File: config.mk
export PLATFORM = sky130hd
export DESIGN_NAME = keypad_scanner_flat
export DESIGN_NICKNAME = d
export VERILOG_FILES = /design/src/rtl/keypad_pkg.sv /design/src/rtl/keypad_scanner_if.sv /design/src/rtl/keypad_decode.sv /design/src/rtl/keypad_scanner.sv /design/src/flat_wrapper.sv
export SDC_FILE = /design/constraint.sdc
export NUM_CORES = 1
export LEC_CHECK = 0
export BUFFER_PORTS_ARGS = -buffer_cell sky130_fd_sc_hd__buf_4
export CORE_UTILIZATION = 34
export DETAILED_ROUTE_END_ITERATION = 10
export GPL_TIMING_DRIVEN = 0
export PLACE_DENSITY = 0.51
export RECOVER_POWER = 25
export REMOVE_ABC_BUFFERS = 1
export SYNTH_ARGS = -nofsm -noshare
export SYNTH_HDL_FRONTEND = slang
export SYNTH_SLANG_ARGS = --single-unit
File: constraint.sdc
create_clock -name clk -period 2.6 [get_ports clk]
set_input_delay 0.52 -clock clk [delete_from_list [all_inputs] [get_ports clk]]
set_output_delay 0.52 -clock clk [all_outputs]
set_load 0.02 [all_outputs]
File: src/rtl/keypad_pkg.sv
// Shared types and constants for the 4x4 keypad scanner: FSM states,
// one-hot column drives, key codes and small column helpers.
package keypad_pkg;

    typedef enum logic [1:0] {SCAN, DEBOUNCE, HELD} state_t;

    localparam logic [3:0] COL0 = 4'b0001;
    localparam logic [3:0] COL1 = 4'b0010;
    localparam logic [3:0] COL2 = 4'b0100;
    localparam logic [3:0] COL3 = 4'b1000;

    localparam logic [3:0] KEY_0 = 4'h0;
    localparam logic [3:0] KEY_1 = 4'h1;
    localparam logic [3:0] KEY_2 = 4'h2;
    localparam logic [3:0] KEY_3 = 4'h3;
    localparam logic [3:0] KEY_4 = 4'h4;
    localparam logic [3:0] KEY_5 = 4'h5;
    localparam logic [3:0] KEY_6 = 4'h6;
    localparam logic [3:0] KEY_7 = 4'h7;
    localparam logic [3:0] KEY_8 = 4'h8;
    localparam logic [3:0] KEY_9 = 4'h9;
    localparam logic [3:0] KEY_A = 4'hA;
    localparam logic [3:0] KEY_B = 4'hB;
    localparam logic [3:0] KEY_C = 4'hC;
    localparam logic [3:0] KEY_D = 4'hD;
    localparam logic [3:0] KEY_E = 4'hE;
    localparam logic [3:0] KEY_F = 4'hF;

    // Zero and multi-key (ghost) samples are both rejected by this test.
    function automatic logic is_onehot(input logic [3:0] v);
        return (v != 4'b0000) && ((v & (v - 4'd1)) == 4'b0000);
    endfunction

    function automatic logic [3:0] next_col(input logic [3:0] c);
        return {c[2:0], c[3]};
    endfunction

endpackage

File: src/rtl/keypad_scanner_if.sv
// Panel-side bundle of the keypad scanner: row inputs, column drive and
// the decoded key outputs. slave = scanner, master = panel/downstream.
interface keypad_scanner_if;
    logic [3:0] fil;
    logic [3:0] col;
    logic [3:0] num;
    logic       key_valid;
    logic       key_pressed;

    modport slave  (input fil, output col, num, key_valid, key_pressed);
    modport master (output fil, input col, num, key_valid, key_pressed);
endinterface

File: src/rtl/keypad_decode.sv
// Combinational key map: one-hot column and one-hot row to the 4-bit key code.
module keypad_decode
    import keypad_pkg::*;
(
    input  logic [3:0] col,
    input  logic [3:0] fil,
    output logic [3:0] num
);

    always_comb begin
        num = KEY_0;
        case (col)
            COL0: case (fil)
                4'b0001: num = KEY_1;
                4'b0010: num = KEY_4;
                4'b0100: num = KEY_7;
                4'b1000: num = KEY_F;
                default: num = KEY_0;
            endcase
            COL1: case (fil)
                4'b0001: num = KEY_2;
                4'b0010: num = KEY_5;
                4'b0100: num = KEY_8;
                4'b1000: num = KEY_0;
                default: num = KEY_0;
            endcase
            COL2: case (fil)
                4'b0001: num = KEY_3;
                4'b0010: num = KEY_6;
                4'b0100: num = KEY_9;
                4'b1000: num = KEY_E;
                default: num = KEY_0;
            endcase
            COL3: case (fil)
                4'b0001: num = KEY_A;
                4'b0010: num = KEY_B;
                4'b0100: num = KEY_C;
                4'b1000: num = KEY_D;
                default: num = KEY_0;
            endcase
            default: num = KEY_0;
        endcase
    end

endmodule

File: src/rtl/keypad_scanner.sv
// 4x4 keypad scanner: row synchronizer, dwell timer, debounce/hold FSM.
// Define KEYPAD_REPEAT_EN to re-strobe a held key every REPEAT_SAMPLES samples.
module keypad_scanner
    import keypad_pkg::*;
#(
    parameter int SCAN_DIV       = 4,
    parameter int DEBOUNCE_CNT   = 3,
    parameter int REPEAT_SAMPLES = 8
) (
    input  logic             clk,
    input  logic             rst_n,
    keypad_scanner_if.slave  kp
);

    localparam int DIV_W = $clog2(SCAN_DIV);
    localparam int CNT_W = $clog2(DEBOUNCE_CNT + 1);
    localparam logic [DIV_W-1:0] DWELL_LAST = DIV_W'(SCAN_DIV - 1);
    localparam logic [CNT_W-1:0] CNT_DONE   = CNT_W'(DEBOUNCE_CNT);

    if (SCAN_DIV < 4 || DEBOUNCE_CNT < 1 || REPEAT_SAMPLES < 1) begin : g_param_check
        $error("keypad_scanner: illegal parameter value");
    end

    logic [3:0]       sync1, sync2;
    logic [DIV_W-1:0] dwell;
    logic             sample_en;
    state_t           state, state_n;
    logic [3:0]       col_q, col_n, num_q, num_n;
    logic             valid_q, valid_n, pressed_q, pressed_n;
    logic [3:0]       key_fil, key_fil_n, key_col, key_col_n;
    logic [CNT_W-1:0] deb_cnt, deb_n, rel_cnt, rel_n;
    logic             accept;
    logic [3:0]       dec_col, dec_fil, dec_num;
`ifdef KEYPAD_REPEAT_EN
    localparam int REP_W = $clog2(REPEAT_SAMPLES + 1);
    localparam logic [REP_W-1:0] REP_DONE = REP_W'(REPEAT_SAMPLES);
    logic [REP_W-1:0] rep_cnt, rep_n;
`endif

    assign sample_en = (dwell == DWELL_LAST);

    // In SCAN the key being accepted has not been latched yet, so decode the live sample.
    assign dec_col = (state == SCAN) ? col_q : key_col;
    assign dec_fil = (state == SCAN) ? sync2 : key_fil;

    keypad_decode u_decode (.col(dec_col), .fil(dec_fil), .num(dec_num));

    always_ff @(posedge clk or negedge rst_n) begin
        if (!rst_n) begin
            sync1 <= '0;
            sync2 <= '0;
            dwell <= '0;
        end else begin
            sync1 <= kp.fil;
            sync2 <= sync1;
            dwell <= sample_en ? '0 : dwell + DIV_W'(1);
        end
    end

    always_ff @(posedge clk or negedge rst_n) begin
        if (!rst_n) begin
            state     <= SCAN;
            col_q     <= COL0;
            num_q     <= KEY_0;
            valid_q   <= 1'b0;
            pressed_q <= 1'b0;
            key_fil   <= '0;
            key_col   <= '0;
            deb_cnt   <= '0;
            rel_cnt   <= '0;
`ifdef KEYPAD_REPEAT_EN
            rep_cnt   <= '0;
`endif
        end else begin
            state     <= state_n;
            col_q     <= col_n;
            num_q     <= num_n;
            valid_q   <= valid_n;
            pressed_q <= pressed_n;
            key_fil   <= key_fil_n;
            key_col   <= key_col_n;
            deb_cnt   <= deb_n;
            rel_cnt   <= rel_n;
`ifdef KEYPAD_REPEAT_EN
            rep_cnt   <= rep_n;
`endif
        end
    end

    always_comb begin
        state_n   = state;
        col_n     = col_q;
        num_n     = num_q;
        valid_n   = 1'b0;
        pressed_n = pressed_q;
        key_fil_n = key_fil;
        key_col_n = key_col;
        deb_n     = deb_cnt;
        rel_n     = rel_cnt;
        accept    = 1'b0;
`ifdef KEYPAD_REPEAT_EN
        rep_n     = rep_cnt;
`endif
        if (sample_en) begin
            unique case (state)
                SCAN: begin
                    if (is_onehot(sync2)) begin
                        key_fil_n = sync2;
                        key_col_n = col_q;
                        deb_n     = CNT_W'(1);
                        if (DEBOUNCE_CNT == 1) accept = 1'b1;
                        else                   state_n = DEBOUNCE;
                    end else begin
                        col_n = next_col(col_q);
                    end
                end
                DEBOUNCE: begin
                    if (sync2 == key_fil) begin
                        if (deb_cnt + CNT_W'(1) == CNT_DONE) accept = 1'b1;
                        else                                 deb_n  = deb_cnt + CNT_W'(1);
                    end else begin
                        state_n = SCAN;
                        col_n   = next_col(col_q);
                    end
                end
                HELD: begin
                    if ((sync2 & key_fil) == 4'b0000) begin
`ifdef KEYPAD_REPEAT_EN
                        rep_n = '0;
`endif
                        if (rel_cnt + CNT_W'(1) == CNT_DONE) begin
                            pressed_n = 1'b0;
                            rel_n     = '0;
                            state_n   = SCAN;
                            col_n     = next_col(col_q);
                        end else begin
                            rel_n = rel_cnt + CNT_W'(1);
                        end
                    end else begin
                        rel_n = '0;
`ifdef KEYPAD_REPEAT_EN
                        if (rep_cnt + REP_W'(1) == REP_DONE) begin
                            valid_n = 1'b1;
                            rep_n   = '0;
                        end else begin
                            rep_n = rep_cnt + REP_W'(1);
                        end
`endif
                    end
                end
                default: state_n = SCAN;
            endcase
            if (accept) begin
                num_n     = dec_num;
                valid_n   = 1'b1;
                pressed_n = 1'b1;
                rel_n     = '0;
                state_n   = HELD;
`ifdef KEYPAD_REPEAT_EN
                rep_n     = '0;
`endif
            end
        end
    end

    assign kp.col         = col_q;
    assign kp.num         = num_q;
    assign kp.key_valid   = valid_q;
    assign kp.key_pressed = pressed_q;

endmodule

File: src/flat_wrapper.sv
// flat-port wrapper written by rule: the top's interface ports become plain ports
module keypad_scanner_flat import keypad_pkg::*;
#(
    parameter int SCAN_DIV       = 4,
    parameter int DEBOUNCE_CNT   = 3,
    parameter int REPEAT_SAMPLES = 8
)
  (clk, rst_n, kp_fil, kp_col, kp_num, kp_key_valid, kp_key_pressed);
  keypad_scanner_if kp_i ();
  input  logic clk;
  input  logic rst_n;
  input wire logic [$bits(kp_i.fil)-1:0] kp_fil;
  output wire logic [$bits(kp_i.col)-1:0] kp_col;
  output wire logic [$bits(kp_i.num)-1:0] kp_num;
  output wire logic [$bits(kp_i.key_valid)-1:0] kp_key_valid;
  output wire logic [$bits(kp_i.key_pressed)-1:0] kp_key_pressed;
  assign kp_i.fil = kp_fil;
  assign kp_col = kp_i.col;
  assign kp_num = kp_i.num;
  assign kp_key_valid = kp_i.key_valid;
  assign kp_key_pressed = kp_i.key_pressed;
  keypad_scanner #(.SCAN_DIV(SCAN_DIV), .DEBOUNCE_CNT(DEBOUNCE_CNT), .REPEAT_SAMPLES(REPEAT_SAMPLES)) u_core (.clk(clk), .rst_n(rst_n), .kp(kp_i));
endmodule
---- After elaboration in Yosys (flattened, before gate mapping) ----
Cells that the tools add are included.
word-level totals
  flip-flop bits (word level) ............. 34
  bits in latches ......................... 0
  bits in writable memories ............... 0
  memory bits (read-only) ................. 0
  input port bits ......................... 6
  output and inout bits ................... 10
  word-level logic and storage cells ...... 96
  memories ................................ 0
operators by class
  $add $sub $neg .......................... 4
  multiply operators ...................... 0
  divide/modulo/power cells ............... 0
  magnitude comparators ................... 0
  eq/ne operators ......................... 25
  shift-type cells ........................ 0
  mux-type cells .......................... 36
  bitwise logic cells ..................... 2
  reduce and logical (&&, ||, !) cells .... 17
operators with widths
  operator                                                number
  one-hot mux 4 bit (4 select lines)                      4
  two-way mux 2 bit                                       12
  two-way mux 4 bit                                       6
  one-hot mux 4 bit (3 select lines)                      2
  two-way mux 1 bit                                       10
  AND reduction 5 bit                                     2
  AND 4 bit                                               2
  == test 2 bit (second input constant)                   4
  == test 4 x 1 -> 1 bit (second input constant)          2
  == test 4 x 2 -> 1 bit (second input constant)          2
  == test 4 x 3 -> 1 bit (second input constant)          2
  == test 4 bit (second input constant)                   2
  zero test 4 bit                                         2
  inequality test 2 bit (second input constant)           4
  nonzero test 2 bit                                      4
  adder 2 x 1 -> 2 bit (second input constant)            3
  inequality test 2 x 1 -> 1 bit (second input constant)  3
  inequality test 3 x 1 -> 1 bit (second input constant)  2
  inequality test 3 bit (second input constant)           2
  one-hot mux 2 bit (3 select lines)                      1
  AND reduction 6 bit                                     1
  == test 4 bit                                           1
  one-hot mux 2 bit (2 select lines)                      1
  AND reduction 2 bit                                     2
  other kinds (8)                                         8

---- Depth between registers and ports, before layout ----
  depth after elaboration ................. 8
  mapped depth ............................ 9
  depth with buffers taken out ............ 7

---- Modules after synthesis ----
From an unflattened synthesis, not the netlist that was laid out.
unflattened totals
  cells, all modules ...................... 160
  area, all modules ....................... 1874.3 um^2
by module, submodules not included
  module          times used  cells each  area each (um^2)  seq. area each (um^2)
  keypad_scanner  1           106         1486.4            852.1
  keypad_decode   1           54          387.9             0.0

---- Least setup slack after synthesis ----
Ideal clock, no wire load.
  path type ............................... register to register
  from .................................... reg u_core.sync2[1]
  to ...................................... reg u_core.col_q[1], in the netlist u_core.kp.col[1]
  setup time .............................. 0.128 ns
  arrival time ............................ 1.905 ns
  required time ........................... 2.472 ns
  setup slack ............................. 0.567 ns
  cell stages (with the launch flop) ...... 7
  buffers on the path ..................... 0
  period minus slack after synthesis ...... 2.033 ns
  path through ............................ dfrtp_1 ha_1 or4_4 nor3b_2 nand3_1 o311a_4 mux2_1
between the ends
  longest elaborated chain between the ends .. 6
  elaborated cells on any way between the ends .. 12
  classes of those cells .................. 1 x add/sub; 4 x eq/ne; 2 x bitwise; 5 x reduce/logical
RTL lines
  item                             line                  text
  start, declared                  keypad_scanner.sv:24  logic [3:0] sync1, sync2;
  start signal, assigned           keypad_scanner.sv:55  sync2 <= sync1;
  subtractor 4 x 1 -> 4 bit        keypad_pkg.sv:31      return (v != 4'b0000) && ((v & (v - 4'd1)) == 4'b0000);
  AND 4 bit                        keypad_pkg.sv:31
  zero test 4 bit                  keypad_pkg.sv:31
  logical AND 1 bit                keypad_pkg.sv:31
  inequality test 2 bit (no line)  -
  AND reduction 6 bit (no line) *  -
  end signal, assigned             keypad_scanner.sv:76  col_q <= col_n;
  end, declared                    keypad_scanner.sv:28  logic [3:0] col_q, col_n, num_q, num_n;
Every way passes the cells marked *; elsewhere a longest branch is shown, timed or not.
A chain may end at the register's enable or synchronous reset.

---- Worst setup path after layout ----
  from .................................... reg u_core.state[1]
  to ...................................... reg u_core.num_q[1], in the netlist u_core.kp.num[1]
between the ends
  longest elaborated chain between the ends .. 5
  elaborated cells on any way between the ends .. 20
  classes of those cells .................. 9 x eq/ne; 9 x mux; 2 x reduce/logical
RTL lines
  item                                                        line                                                           text
  start, declared                                             keypad_scanner.sv:27                                           state_t state, state_n;
  start signal, assigned                                      keypad_scanner.sv:75                                           state <= state_n;
  zero test 2 bit                                             keypad_scanner.sv:43, keypad_scanner.sv:44
  two-way mux 4 bit                                           keypad_scanner.sv:44                                           assign dec_fil = (state == SCAN) ? sync2 : key_fil;
  == test 4 bit (tied with other cells)                       keypad_decode.sv:13, keypad_decode.sv:27, keypad_decode.sv:34
  one-hot mux 4 bit (4 select lines) (tied with other cells)  keypad_decode.sv:34                                            COL3: case (fil)
  one-hot mux 4 bit (4 select lines)                          keypad_decode.sv:12                                            case (col)
  end signal, assigned                                        keypad_scanner.sv:77                                           num_q <= num_n;
  end, declared                                               keypad_scanner.sv:28
Parallel ways exist; a longest one is shown, timed or not. The select of a mux whose other input is x is not followed.

==> flow_summary.yaml <==
worst_setup_path:
  critical-path-top-delay-family: "simple AND/OR/NAND/NOR gates"
  cp_slowest_stage_delay_ns: 0.71
  endpoint: "u_core.kp.num[1]$_DFFE_PN0P_"
  crit_buf_inv: 0
  r2r-start: "u_core.state[1]$_DFFE_PN0P_"
  crit_path_start: "u_core.state[1]$_DFFE_PN0P_"
  reg2reg_to: "u_core.kp.num[1]$_DFFE_PN0P_"
  reg2reg_slack_ns: 0.25
  crit_chain: "or2_1 -> a21oi_1 -> nor2_1 -> a21oi_1 -> o22a_1 -> o21ai_1"
  endpoint_kind: "flop"
  path_class: "flop to flop"
  worstRegToRegCells: 6
  start_kind: "flop"
  cpMaxStageDelayCell: "dfrtp_1"
  critPathRequiredTime_ns: 2.81
  arrival_ns: 2.57
  crit_cells: 6
  path_max_fanout: 16
  crit_path_frequent_cell: "a21oi_1"
clocking:
  cts_setup_buffers: 0
  tritoncts: "yes"
  cts.sinks: 34
  clock_latency_ns: 0.28
  clockRootBuffer: "clkbuf_8"
  htree_levels: 2
  path_clk_slew_ns: 0.07
  cts_buffer_depth: 2
  cts_buffers: 5
cells_and_area:
  num_antenna_cells: 0
  fillers: 525
  multi_input_area_sq_um: 931
  final_area_sq_mm: 0.00211
  layout.nets: 210
  drive_gt1_share_pct: 19.6
  finish.utilization_pct: 40.5
  seq_area_sq_um: 853
  syn_to_final_growth_pct: 12.5
global_route:
  overflow: 0
  grt_pass1_vias: 1347
  grt_antenna_before_repair: 0
  grt_start_max_net_pins: 35
  grt_usage_pct: 14.7
  grt_pass1_wl_mm: 6.71
sta:
  fmax_mhz: 425
  skew_ns: 0.00734
  rsz0062_at_grt: "false"
  relSlewSlack_pct: -19.4
  finalCritPeriodShare_pct: 90.5
  tightest_slew_ns: 1.79
  hold_violations: 0
  layout_min_cycle_time_ns: 2.35
  setup_violations: 0
  slew_viol_final: 35
die:
  die_h_microns: 76.3
  row_count: 26
  die_w_microns: 76.3
  initial_core_util_pct: 36.0
  fp.dieArea_sq_mm: 0.00582
  io_pins: 16
  core_sq_mm: 0.00520
drt:
  drc_errors: 0
  drt_iter0_markers: 107
  vias: 1398
  ant_nets: 0
  wl_per_cell_microns: 14.1
  first_pass_iters: 4
  drt-total-wl_mm: 3.81
  vias_per_cell: 5.20
worst_hold_path:
  hold_class: "flop to flop"
power_and_ir_drop:
  power_per_cell_area_mw_per_mm2: 574
  vdd_drop_max_mv: 0.267
  p_leak_nw: 0.941
yosys:
  ys_top_cells_by_area: "dfrtp_1 44%, ha_1 4.0%, o21ai_0 3.7%"
  ys_ff_latch: 34
  ys.flop_type: "dfrtp_1"
  syn_area_sq_mm: 0.00188
  ys_seq_area_share_pct: 45.4
  async_reset_ff_share_pct: 100
  synth_warnings: 0
  yosysTopAreaCellShare_pct: 44.0
  syn_area_per_cell_sq_um: 10.1
  synth_largest_area_cell: "dfrtp_1"
  synth.distinct_cells: 47
  synth_edf_count: 0
  syn_inst: 185
placed_design:
  port_buffers: 15
  place_area_sq_mm: 0.00202
  hpwl_mm: 2.76
  place.gp.congestion: 0.891
outcome:
  status: "complete, but fails checks"
  violations: "capacitance limit, slew limit"
job:
  cap_violations: 1
Yosys cell counts (2+ instances only):
master	number
a21o_1	2
nand3_1	2
buf_4	3
a21oi_1	9
nand2_1	14
xor2_1	5
or3_1	2
nand3b_1	2
ha_1	6
inv_1	9
o21ai_0	14
nor3_1	3
nor4b_1	5
or4_4	2
nor4_1	4
o21ai_1	4
nand2b_1	4
a31oi_1	7
mux2_2	5
buf_2	5
a22oi_1	2
dfrtp_1	33
nor2_1	16
mux2_1	4
per-stage QoR:
step | setup slack [ns] | setup TNS (ns) | std cells | hold WS (ns) | total power [W]
2_1_floorplan | 0.478 | 0 | 176 | 0.224 | 0.000750
3_3_place_gp | -0.0574 | -0.117 | 261 | 0.332 | 0.000804
3_5_place_dp | -0.0995 | -0.220 | 261 | 0.335 | 0.000819
4_1_cts | 0.151 | 0 | 269 | 0.189 | 0.00123
5_1_grt | 0.0405 | 0 | 269 | 0.345 | 0.00129
6_report | 0.246 | 0 | 269 | 0.350 | 0.00121
how the worst min path moves through the flow:
stage,from,endpoint,cells past startpoint
2_1_floorplan,rst_n,u_core.deb_cnt[0]$_DFFE_PN0P_,0
3_3_place_gp,u_core.sync1[2]$_DFF_PN0_,u_core.sync2[2]$_DFF_PN0_,0
3_5_place_dp,u_core.sync1[1]$_DFF_PN0_,u_core.sync2[1]$_DFF_PN0_,0
4_1_cts,rst_n,u_core.kp.num[3]$_DFFE_PN0P_,1
5_1_grt,kp_fil[1],u_core.sync1[1]$_DFF_PN0_,1
6_report,u_core.sync1[1]$_DFF_PN0_,u_core.sync2[1]$_DFF_PN0_,0
cell families (layout without fill, tap and decap cells):
| logic type | Yosys count | count (layout) | synth area share, % |
|---|---|---|---|
| adder cells (fa/ha/maj) | 6 | 6 | 4.00 |
| flip-flops | 34 | 34 | 45.4 |
| AO/OA/AOI/OAI | 51 | 51 | 18.7 |
| AND/OR/NAND/NOR | 62 | 62 | 19.2 |
| buffers and inverters | 18 | 32 | 4.94 |
| XOR/XNOR | 5 | 5 | 2.33 |
| multiplexers | 9 | 9 | 5.40 |
area by class of cell:
type / instances / area share, %
timing repair buffer: 15 / 5.16
multi-input combinational: 133 / 44.1
clock buffer: 6 / 3.91
inverter: 9 / 1.60
sequential: 34 / 40.5
tap: 70 / 4.15
clock inverter: 2 / 0.593
repair_timing:
item                                    in CTS  in global routing
hold buffers                                 0                  0
endpoints found under the setup margin       4                  4
resized for setup                            1                  1
layout by cell type, fill, tap and decap left out, types with 5 or more instances in the layout:
master | Yosys | layout
a21oi_1 | 9 | 9
buf_4 | 3 | 10
mux2_2 | 5 | 5
o21ai_0 | 14 | 14
nand2_1 | 14 | 14
inv_1 | 9 | 9
xor2_1 | 5 | 5
ha_1 | 6 | 6
a31oi_1 | 7 | 7
nor2_1 | 16 | 16
dfrtp_1 | 33 | 32
clkbuf_8 | 0 | 6
nor4b_1 | 5 | 5
worst reg2reg max path, stage by stage, from the launching register on:
cell and delay [ns]:
dfrtp_1 0.71, or2_1 0.52, a21oi_1 0.20, nor2_1 0.38
a21oi_1 0.13, o22a_1 0.22, o21ai_1 0.12
flip-flops by register name, summed over array words and instances (netlist names):
signal and flops:
u_core.deb_cnt 2, u_core.key_fil 4, u_core.kp.num 4, u_core.key_col 4, u_core.sync1 4, u_core.kp.key_pressed 1, u_core.dwell 2, u_core.kp.col 4
u_core.kp.key_valid 1, u_core.rel_cnt 2, u_core.state 2, u_core.sync2 4
power breakdown:
part / total (W) / switching (W) / internal, W
Sequential: 0.000615 / 0.0000520 / 0.000563
Combinational: 0.000192 / 0.000111 / 0.0000811
Clock: 0.000404 / 0.000191 / 0.000213
Total: 0.00121 / 0.000355 / 0.000857
metal layers:
metal,up-vias,global-route usage (%),share of wire [%]
met2,35,22.0,45
met4,0,6.35,1.3
met3,7,3.59,4.1
met1,659,20.1,49
met5,-,0,0
li1,697,-,-
Note: power is estimated with default switching activity, not from simulation.
